===== src/rtl/load_stall_sb.sv =====
// load_stall_sb: load-use hazard detector for a classic 5-stage pipeline.
// Tracks outstanding load results in a per-register countdown scoreboard.
// Stalls the ID stage while one of its source registers is still waiting on
// a load. Also keeps a saturating count of stall cycles.
module load_stall_sb #(
  parameter int AW       = 5,   // register address width
  parameter int LOAD_LAT = 1,   // stall cycles needed directly behind a load (1..7)
  parameter int SCW      = 16   // stall-counter width
) (
  input  logic           clk,
  input  logic           rst_n,
  input  logic [AW-1:0]  RDaddr_EX,
  input  logic [AW-1:0]  RSaddr_ID,
  input  logic [AW-1:0]  RTaddr_ID,
  input  logic           UseRT_ID,
  input  logic           WE_EX,
  input  logic [1:0]     DMC_EX,
  input  logic           WBmux_EX,
  input  logic           Freeze,
  input  logic           Flush_ID,
  input  logic           CntClr,
  output logic           Stall,
  output logic           PC_EN,
  output logic           IFID_EN,
  output logic [SCW-1:0] StallCnt
);

  localparam int NREG = 1 << AW;

  // The EX-stage load itself covers the first stall cycle. Each counter
  // therefore only has to cover the remaining LOAD_LAT-1 cycles.
  localparam logic [2:0] LOAD_VAL = 3'(LOAD_LAT - 1);

  // EX-stage instruction classification
  logic ld_ex;   // load whose result lands in a real register
  logic wr_ex;   // non-load write that supersedes any pending load result

  // Scoreboard storage. Register 0 has no entry, so its counter reads as zero.
  logic [2:0] cnt_q  [1:NREG-1];
  logic [2:0] cnt_rd [NREG];

  logic rs_match;
  logic rt_match;
  logic hazard;

  // Decode what the EX-stage instruction will do to the register file.
  assign ld_ex = WE_EX & WBmux_EX & (DMC_EX != 2'b00) & (RDaddr_EX != '0);
  assign wr_ex = WE_EX & (RDaddr_EX != '0) & ~ld_ex;

  // Read view of the scoreboard, with register 0 pinned to zero.
  always_comb begin
    // NOTE: every variable written here gets a value on every path first; a
    // path that leaves one unassigned would infer a latch.
    cnt_rd[0] = '0;
    for (int r = 1; r < NREG; r++) begin
      cnt_rd[r] = cnt_q[r];
    end
  end

  // A source conflicts if a load to it sits in EX right now, or if an older
  // load to it has not yet finished counting down.
  always_comb begin
    rs_match = (RSaddr_ID != '0) &
               ((ld_ex & (RDaddr_EX == RSaddr_ID)) | (cnt_rd[RSaddr_ID] != 3'd0));
    rt_match = (RTaddr_ID != '0) &
               ((ld_ex & (RDaddr_EX == RTaddr_ID)) | (cnt_rd[RTaddr_ID] != 3'd0));
    hazard   = rs_match | (UseRT_ID & rt_match);
  end

  // Pipeline control, in priority order: reset, freeze, flush, hazard.
  always_comb begin
    Stall   = 1'b0;
    PC_EN   = 1'b1;
    IFID_EN = 1'b1;
    if (!rst_n || Freeze) begin
      PC_EN   = 1'b0;
      IFID_EN = 1'b0;
    end else if (Flush_ID) begin
      // The ID instruction is being killed, so its dependency is moot.
      Stall   = 1'b0;
    end else if (hazard) begin
      Stall   = 1'b1;
      PC_EN   = 1'b0;
      IFID_EN = 1'b0;
    end
  end

  // Scoreboard update: a load in EX arms its counter. A plain write clears it.
  // Other counters tick down. Everything holds while frozen.
  always_ff @(posedge clk or negedge rst_n) begin
    if (!rst_n) begin
      // NOTE: this array is state that must read empty right after reset, so
      // it is reset element by element. A plain data RAM would not be reset.
      for (int r = 1; r < NREG; r++) begin
        cnt_q[r] <= 3'd0;
      end
    end else if (!Freeze) begin
      for (int r = 1; r < NREG; r++) begin
        // NOTE: state is updated with non-blocking assignments, so every
        // entry sees pre-edge values regardless of loop order.
        if (ld_ex && (RDaddr_EX == AW'(r))) begin
          cnt_q[r] <= LOAD_VAL;
        end else if (wr_ex && (RDaddr_EX == AW'(r))) begin
          cnt_q[r] <= 3'd0;
        end else if (cnt_q[r] != 3'd0) begin
          cnt_q[r] <= cnt_q[r] - 3'd1;
        end
      end
    end
  end

  // Saturating stall-cycle counter with a synchronous clear that wins.
  always_ff @(posedge clk or negedge rst_n) begin
    if (!rst_n) begin
      StallCnt <= '0;
    end else if (CntClr) begin
      StallCnt <= '0;
    end else if (Stall && (StallCnt != '1)) begin
      StallCnt <= StallCnt + SCW'(1);
    end
  end

endmodule


===== config.mk =====
export PLATFORM = sky130hd
export DESIGN_NAME = load_stall_sb
export DESIGN_NICKNAME = d
export VERILOG_FILES = /design/src/rtl/load_stall_sb.sv
export SDC_FILE = /design/constraint.sdc
export NUM_CORES = 1
export LEC_CHECK = 0
export CORE_UTILIZATION = 60
export DETAILED_ROUTE_END_ITERATION = 12
export GPL_TIMING_DRIVEN = 0
export HOLD_SLACK_MARGIN = 0.02
export PLACE_DENSITY = 0.84
export SLEW_MARGIN = 20
export SYNTH_ARGS = -nofsm -noshare
export SYNTH_HDL_FRONTEND = slang
export SYNTH_SLANG_ARGS = --single-unit
export TNS_END_PERCENT = 30

===== constraint.sdc =====
create_clock -name clk -period 4.2 [get_ports clk]
set_input_delay 0.84 -clock clk [delete_from_list [all_inputs] [get_ports clk]]
set_output_delay 0.84 -clock clk [all_outputs]
set_load 0.01 [all_outputs]

==> results of run 1 <==
[cell type report]
cell class / instances / area [um^2] / share of cell area, %
clock inverter: 6 / 62.56 / 0.7825
sequential: 109 / 2728 / 34.12
timing repair buffer: 37 / 384.1 / 4.804
buffer: 29 / 155.1 / 1.941
clock buffer: 10 / 239.0 / 2.989
multi-input combinational: 614 / 3876 / 48.48
tap: 143 / 178.9 / 2.238
inverter: 99 / 371.6 / 4.648
[kinds of logic after synthesis]
kind of cell,Yosys count,synth area share (%)
and+or+nand+nor,343,22.44
muxes,20,3.702
AOI/OAI and AO/OA,178,15.50
xor gates and xnor gates,10,1.246
buffers and inverters,128,7.101
adders and majority gates,63,11.21
DFF,109,38.80
[flip-flops by register name, summed over array words and instances, names as in the netlist]
| register | flops |
|---|---|
| cnt_q | 93 |
| StallCnt | 16 |
[layout by cell type (no fill, tap or decap), types with 6 or more instances in the layout]
cell type and n:
a21o_1 30, a21oi_1 9, buf_4 6, clkbuf_1 16, clkbuf_16 9, clkdlybuf4s50_1 24, dfrtp_1 109, ha_1 63
inv_1 99, mux2_2 8, nand2_1 157, nand2b_1 8, nand3_1 15, nor2_1 63, nor2b_1 21, nor3_1 26
nor4_1 14, o21ai_0 98, or3_1 7, or4_1 6
[critical path, cell delays in order]
cell and delay, ns:
clkdlybuf4s15_2 0.22, buf_6 0.16, buf_4 0.21, nor4_2 0.05, a2111oi_1 0.41, nor4_1 0.14, o31ai_2 0.28, nor4_4 0.10
buf_6 0.14, nor3_1 0.17, clkdlybuf4s50_1 0.57
[per-stage QoR]
step                setup TNS [ns]  hold WS (ns)  total power [mW]  worst slack, ns  area, um^2
floorplan                        0        0.4588             3.237           0.2901        7030
global placement           -260.83        0.4824             3.657           -3.074        7530
detailed placement          -2.800        0.4868             3.793           -1.054        7559
CTS                              0        0.4404             4.744          0.02070        7976
global route              -0.02261        0.4619             5.199         -0.02261        7995
finish                           0        0.4269             4.737          0.06727        7995
[worst max path at each step]
stage / endpoint / start / slack [ns]
final: Stall / RTaddr_ID[1] / 0.07
after global placement: PC_EN / rst_n / -3.07
after detailed placement: PC_EN / RSaddr_ID[0] / -1.05
after global routing: Stall / RTaddr_ID[1] / -0.02
after floorplan: PC_EN / RSaddr_ID[2] / 0.29
after CTS: Stall / RTaddr_ID[1] / 0.02
[timing repair]
item | 4_1_cts | 5_1_grt
resized for setup | 35 | 5
pin swaps | 8 | 2
setup endpoints to repair | 3 | 3
setup buffers | 4 | 0
hold endpoints to repair | 0 | 0
[metal layers]
layer | track usage [%] | part of all wire (%) | vias to the layer above
met3 | 7.525 | 6.7 | 56
met4 | 13.35 | 3.0 | 0
li1 | - | - | 2987
met2 | 48.09 | 47 | 217
met5 | 0 | 0 | -
met1 | 36.88 | 43 | 2923
[power by group through the flow]
stage	combinational (mW)	clock (mW)	sequential, mW
floorplan	1.42	0	1.82
detailed placement	1.88	0	1.91
finish	1.94	0.873	1.92
global route	2.29	0.922	1.99
CTS	1.95	0.889	1.90
global placement	1.76	0	1.90
[synth_stat cells, drive strengths merged (2+ instances only)]
| master | number | area (um^2) |
|---|---|---|
| clkbuf | 20 | 75.07 |
| nand2b | 8 | 50.05 |
| nand3 | 15 | 75.07 |
| nor4b | 2 | 17.52 |
| o211ai | 2 | 15.01 |
| inv | 99 | 371.6 |
| a311oi | 4 | 35.03 |
| o22ai | 4 | 25.02 |
| or4 | 6 | 45.04 |
| and2 | 4 | 25.03 |
| a21oi | 10 | 50.05 |
| a2111oi | 6 | 52.55 |
| nor3 | 26 | 130.1 |
| mux4 | 2 | 45.04 |
| nor2b | 21 | 131.4 |
| mux2i | 5 | 50.05 |
| o21ai | 99 | 495.5 |
| or3 | 9 | 56.30 |
| buf | 9 | 52.55 |
| a21o | 30 | 225.2 |
| nor4 | 19 | 133.9 |
| nand2 | 157 | 589.3 |
| xor2 | 5 | 43.79 |
| a31oi | 4 | 25.02 |
| or2 | 2 | 12.52 |
| a211oi | 2 | 15.01 |
| nand4 | 2 | 12.51 |
| o41ai | 5 | 43.79 |
| mux2 | 13 | 165.2 |
| dfrtp | 109 | 2728 |
| xnor2 | 5 | 43.79 |
| o311a | 2 | 20.02 |
| and3 | 4 | 25.02 |
| ha | 63 | 788.3 |
| nor2 | 64 | 240.2 |
==> flow_summary.toml, run 1 <==
[synth]
synthesis.area_um2 = 7030
synth_edf_count = 0
ys.flop_type = "dfrtp_1"
syn_area_per_cell_um2 = 8.261
synth_warnings = 0
synth.distinct_cells = 56
netlist_instances = 851
synth_seq_cells = 109
syn-num-nets = 939
synth-seq-area-share_pct = 38.80
async_flop_share_pct = 100.0

[clock_tree]
cts_tree = "yes"
clkTransAtPathRegs_ns = 0.07
ctsHoldBuffers = 0
clockBufferDepth = 2
insertion_delay_ns = 0.36
htree_num_levels = 3
cts.sinks = 109
cts-root-buf = "clkbuf_16"
cts_made_buffers = 9

[detailed_routing]
via_count = 6183
routed_wl_um = 16850
wl_per_cell_um = 16.09
antenna_left = 0
vias_per_cell = 5.905
first_iter_violations = 443
drc = 0
dr.pass1.iters = 6

[setup_path]
worstPathRequired_ns = 3.36
rrSetupSlack_ns = 1.32
critPathKind = "input port to output pin"
start_kind = "input port"
reg2reg_depth = 10
r2r-end = "StallCnt[6]"
critPathMaxFanout = 10
cp.arrival_ns = 3.29
reg2reg_from = "cnt_q[41]"
endpoint_kind = "output pin"

[cells_and_area]
diodes = 0
areaGrowthSynthToFinish_pct = 13.72
final_util_pct = 70.02
nNetsFinal = 987
fin_cells = 1047
drive_gt1_share_pct = 7.522
nFillCells = 898

[timing]
period_needed_ns = 4.133
hold_viol_final = 0
worst_slew_pin_slew_ns = 0.7190
rsz0062_at_grt = "yes"
setup-violations-final = 0
fin_worst_skew_ns = 0.007364
maxSlewViolCount = 0
post-route-period-util_pct = 98.40
relSlewSlack_pct = 51.70
clock.fmax_mhz = 242.0

[global_route]
grt_overflow = 0
grt_pass1_wl_um = 27270
grt_max_degree = 60
antenna_found_initial = 0
gr-usage-all-layers_pct = 29.53
grt_pass1_vias = 5820

[pwr]
peakVddDrop_v = 0.0005363
power_leakage_nw = 3.834
switching_share_pct = 40.41
power_frac_comb_pct = 41.0
seqPwrFrac_pct = 40.6
clkPwrFrac_pct = 18.4
p_switching_mw = 1.914
p_per_area_nw_per_um2 = 592.5
p_int_mw = 2.823

[die]
initial_core_util_pct = 61.57
die_width_um = 110.2
pin_count = 44
dieHeight_um = 110.2
die_area_um2 = 12150
core_um2 = 11420
row_count = 39

[job]
drv_cap = 0

[placement]
gp_congestion = 0.9259
place_hpwl_um = 12270
portBuffers = 32
dp.cells = 1027

[outcome]
status = "finished, final reports clean"

[worst_hold_path]
hold_class = "input port to asynchronous set/reset pin"
Power figures use the tool's default switching activity.
==> run 2, diff against run 1 <==
Settings changed: CELL_PAD_IN_SITES_DETAIL_PLACEMENT set to 1, CELL_PAD_IN_SITES_GLOBAL_PLACEMENT set to 1, CORE_UTILIZATION 60 to 46, GPL_ROUTABILITY_DRIVEN set to 0, SKIP_CTS_REPAIR_TIMING set to 1.
==> run 2 against run 1 <==
  * The flow now finishes with violations (design-rule violations, negative setup slack)
  * Global-route usage decreased by 0.93 points
  * Critical endpoint unchanged
  * Clock-buffer cell count down 1
  * Combinational power is 11% higher
  * Sequential cell count unchanged
  * Worst setup slack lost 0.31 ns
  * Fmax is 7.0% lower
  * Hold slack worse by 0.037 ns
  * Die area rose by 30%
  * Critical path depth unchanged
  * Total power up 8.1%
  * Sequential power grew 2%
==> flow_summary.toml, run 2 (synthesis gave the netlist of run 1 again) <==
[pwr]
p_per_area_nw_per_um2 = 626.3
power_leakage_nw = 3.937
peakVddDrop_v = 0.0003294

[setup_path]
endpoint_kind = "output pin"
path_delay_family = "buffers and inverters"
critPathMaxFanout = 9
startpoint = "RSaddr_ID[3]"
worstPathRequired_ns = 3.36
slowest_delay_ns = 0.58
crit_path_cell_trace = "clkbuf_1, inv_1, a2111oi_0, a311oi_1, o311a_1, nor2_1, nor4_4, buf_6, buf_4, nor3_1, clkdlybuf4s50_1"
cp.arrival_ns = 3.61
crit_buf_inv = 5
r2r-end = "StallCnt[11]"
reg2reg_from = "cnt_q[50]"
cp_slowest_cell = "clkdlybuf4s50_1"
start_kind = "input port"
reg2reg_depth = 11
critPathKind = "input port to output pin"
rrSetupSlack_ns = 1.05

[global_route]
grt_max_degree = 67
grt_overflow = 0
grt_pass1_vias = 7142
grt_pass1_wl_um = 35400
gr-usage-all-layers_pct = 28.60
antenna_found_initial = 0

[cells_and_area]
diodes = 0
nFillCells = 1755
layout_commonest_cell = "nand2_1"
layout_common_cells = "nand2_1 (157), dfrtp_1 (109), inv_1 (98), o21ai_0 (98)"
postLayoutCellArea_um2 = 8179
largest_reg_flops = 93
drive_gt1_share_pct = 8.643
fin_cells = 1098
areaGrowthSynthToFinish_pct = 16.34
nNetsFinal = 997
largest_register = "cnt_q"
top_regs = "cnt_q: 93 flops, StallCnt: 16 flops"

[timing]
rsz0062_at_grt = "yes"
timing.final.ws_setup_ns = -0.2459
worst_slew_pin_slew_ns = 0.8416
relSlewSlack_pct = 43.46
setup-violations-final = 1
maxSlewViolCount = 0
period_needed_ns = 4.446
hold_viol_final = 0
hold_ws_ns = 0.3903
post-route-period-util_pct = 105.9
fin_worst_skew_ns = 0.009939
clock.fmax_mhz = 224.9

[die]
row_count = 44
pin_count = 44
core_um2 = 14700
die_width_um = 125.6
dieHeight_um = 125.6
die_area_um2 = 15780
initial_core_util_pct = 47.83

[placement]
portBuffers = 32
place_hpwl_um = 16070
placed_area_um2 = 7610
dp.cells = 1068

[clock_tree]
clkTransAtPathRegs_ns = 0.07
clockBufferDepth = 2
cts.sinks = 109
cts_made_buffers = 9
cts_tree = "yes"
insertion_delay_ns = 0.37
cts-root-buf = "clkbuf_16"
htree_num_levels = 3

[detailed_routing]
routed_wl_um = 21640
drc = 4
antenna_left = 0
vias_per_cell = 5.888
first_iter_violations = 313
wl_per_cell_um = 19.71
via_count = 6465
dr.pass1.iters = 9

[job]
drv_cap = 0

[outcome]
failed_checks = "design-rule violations, negative setup slack"
status = "complete, but fails checks"

[worst_hold_path]
hold_class = "input port to asynchronous set/reset pin"
-- run 2: cell types whose count changed in the layout (fill, tap and decap cells not counted), sizes merged --
cell / delta
dlygate4sd2: -2
dlymetal6s2s: +3
clkdlybuf4s50: +1
clkbuf: +1
bufinv: +2
clkinv: -1
clkdlybuf4s15: -3
buf: +9
clkinvlp: -2
inv: +2
-- run 2: area by class of cell --
class | instances | area [um^2] | share of cell area [%]
plain buffers | 29 | 153.9 | 1.882
clock buffers | 9 | 225.2 | 2.754
clock inverters | 7 | 120.1 | 1.469
inverters | 99 | 371.6 | 4.543
multi-input cells | 614 | 3889 | 47.54
flip-flops and latches | 109 | 2728 | 33.35
well taps | 184 | 230.2 | 2.815
repair buffers | 47 | 461.7 | 5.645
-- run 2: worst max-delay path by stage --
stage               endpoint  depth (start not counted)
CTS                    PC_EN                         13
global route           Stall                         11
global placement       PC_EN                          5
finish                 Stall                         11
floorplan              PC_EN                         11
detailed placement     PC_EN                         13
-- run 2: power by group --
part | leakage (nW) | switching [mW] | internal, mW
sequential | 1.36 | 0.447 | 1.51
combinational | 2.41 | 1.25 | 0.903
clock | 0.166 | 0.428 | 0.587
total | 3.94 | 2.12 | 3.00
-- run 2: worst reg2reg max path: stages, from the launching register on --
cell and delay [ns]:
dfrtp_1 0.41, nor3_1 0.48, a21oi_1 0.21, a311oi_1 0.38, o311a_1 0.22, nor2_1 0.08
nor4_4 0.50, buf_6 0.18, buf_4 0.11, buf_4 0.11, nor3_1 0.06, mux2_4 0.30
-- run 2: per-stage QoR --
stage                     setup TNS [ns]  setup slack (ns)  util (%)  power [mW]
after floorplan                        0            0.2901         -       3.237
after global placement           -261.19            -2.985     51.57       3.614
after detailed placement          -3.766            -1.254     51.77       3.979
after CTS                         -3.448            -1.271     54.12       5.029
after global routing             -0.4535           -0.4082     55.64       5.593
final                            -0.2459           -0.2459     55.64       5.123
-- run 2: metal layers --
layer  global-route usage, %  wire length, um
met5                       0                0
met3                   5.140              849
met4                   13.63              851
met2                   51.34            11020
met1                   32.91             8916
==> run 3, diff against run 2 <==
Settings changed: CORE_MARGIN set to 5.
==> run 3 against run 2 <==
  * The run now ends clean
  * Global-route usage shrank 5.3 points
  * Via count fell by 2.8%
  * Sequential cell count did not move
  * Total power shrank 5.1%
  * Routed wire length decreased by 6.7%
  * Critical path type unchanged
  * Clock-buffer cell count did not move
  * Worst setup slack better by 0.39 ns
  * Sequential power is essentially flat
  * Critical path depth grew 2
==> flow_summary.toml, run 3 (synthesis gave the netlist of run 1 again) <==
[outcome]
status = "finished, final reports clean"

[placement]
portBuffers = 32
placed_area_um2 = 7615
place_hpwl_um = 14830

[setup_path]
worstPathRequired_ns = 3.36
cp.arrival_ns = 3.22
slowest_delay_ns = 0.44
reg2reg_depth = 11
start_kind = "input port"
critPathMaxFanout = 10
cp_slowest_cell = "nor4_4"
endpoint_kind = "output pin"
critPathKind = "input port to output pin"
startpoint = "RTaddr_ID[1]"
rrSetupSlack_ns = 1.07
crit_path_cell_trace = "dlymetal6s2s_1, buf_6, nor4_2, a311oi_1, or3_1, a22oi_1, o22ai_2, nor4_4, buf_6, nor2_1, nor2_1, buf_4, dlymetal6s2s_1"
reg2reg_from = "cnt_q[33]"
r2r-end = "StallCnt[13]"
crit_end = "PC_EN"

[cells_and_area]
top_regs = "cnt_q: 93 flops, StallCnt: 16 flops"
layout_common_cells = "nand2_1 (157), dfrtp_1 (109), o21ai_0 (99)"
postLayoutCellArea_um2 = 8123
diodes = 0
layout_commonest_cell = "nand2_1"
largest_reg_flops = 93
areaGrowthSynthToFinish_pct = 15.54
nNetsFinal = 994
drive_gt1_share_pct = 8.342
largest_register = "cnt_q"

[global_route]
grt_overflow = 0
grt_max_degree = 67
grt_pass1_wl_um = 33630
gr-usage-all-layers_pct = 23.31
grt_pass1_vias = 6671
antenna_found_initial = 0

[pwr]
p_switching_mw = 2.059
power_frac_comb_pct = 42.4
switching_share_pct = 42.35
p_per_area_nw_per_um2 = 598.6
power_leakage_nw = 3.935
p_int_mw = 2.803
clkPwrFrac_pct = 17.7
peakVddDrop_v = 0.0004111
p_total_mw = 4.863
seqPwrFrac_pct = 39.8

[detailed_routing]
routed_wl_um = 20180
via_count = 6285
drc = 0
wl_per_cell_um = 18.36
antenna_left = 0
first_iter_violations = 289
dr.pass1.iters = 4
vias_per_cell = 5.719

[die]
core_um2 = 15090
initial_core_util_pct = 46.59
row_count = 45
die_width_um = 133.6
dieHeight_um = 133.6
pin_count = 44
die_area_um2 = 17860

[timing]
relSlewSlack_pct = 52.84
worst_slew_pin_slew_ns = 0.7074
hold_viol_final = 0
clock.fmax_mhz = 246.3
post-route-period-util_pct = 96.66
rsz0062_at_grt = "no"
fin_worst_skew_ns = 0.01082
hold_ws_ns = 0.3876
maxSlewViolCount = 0
setup-violations-final = 0
period_needed_ns = 4.060

[clock_tree]
cts_made_buffers = 9
cts_tree = "yes"
clkTransAtPathRegs_ns = 0.07
cts-root-buf = "clkbuf_16"
cts.sinks = 109
insertion_delay_ns = 0.37
htree_num_levels = 3
clockBufferDepth = 2

[job]
drv_cap = 0

[worst_hold_path]
hold_class = "input port to asynchronous set/reset pin"
==> run 3: routing by layer <==
| layer | track usage [%] | vias to the layer above | part of all wire [%] |
|---|---|---|---|
| met5 | 0 | - | 0 |
| met4 | 6.457 | 0 | 2.3 |
| met3 | 4.381 | 34 | 4.2 |
| met2 | 41.45 | 100 | 51 |
| met1 | 28.96 | 3139 | 43 |
| li1 | - | 3012 | - |
==> run 3: worst min-delay path by stage <==
stage,from,to,cells after the start
2_1_floorplan,cnt_q[60],cnt_q[60],1
3_3_place_gp,cnt_q[60],cnt_q[60],1
3_5_place_dp,cnt_q[46],cnt_q[46],2
4_1_cts,rst_n,cnt_q[44],1
5_1_grt,rst_n,cnt_q[13],1
6_report,rst_n,cnt_q[13],1
==> run 3: critical path, delay by kind of cell <==
kind                   cells  cell delay, ns
and+or+nand+nor            5            1.14
buffers and inverters      5            0.79
AOI/OAI and AO/OA          3            0.44
==> run 3: metrics by stage <==
step	util [%]	cells	setup slack [ns]	setup TNS, ns
floorplan	-	851	0.2901	0
global placement	50.27	1071	-3.305	-293.06
detailed placement	50.46	1072	-1.181	-3.182
CTS	52.39	1088	-1.202	-3.243
global route	53.83	1099	0.01702	0
finish	53.83	1099	0.1404	0
==> run 3: final cells by class <==
| class | instances | area (um^2) |
|---|---|---|
| clock inverter | 7 | 65.06 |
| buffer | 29 | 155.1 |
| inverter | 99 | 371.6 |
| timing repair buffer | 44 | 451.7 |
| fill | 1845 | 6967 |
| sequential | 109 | 2728 |
| multi-input combinational | 614 | 3891 |
| tap | 188 | 235.2 |
| clock buffer | 9 | 225.2 |
==> run 3: power by group through the flow <==
stage,Clock (mW),Sequential (mW),Combinational [mW]
5_1_grt,0.929,2.01,2.44
4_1_cts,0.886,1.92,2.01
6_report,0.863,1.94,2.06
3_3_place_gp,0,1.91,1.82
3_5_place_dp,0,1.93,1.97
2_1_floorplan,0,1.82,1.42
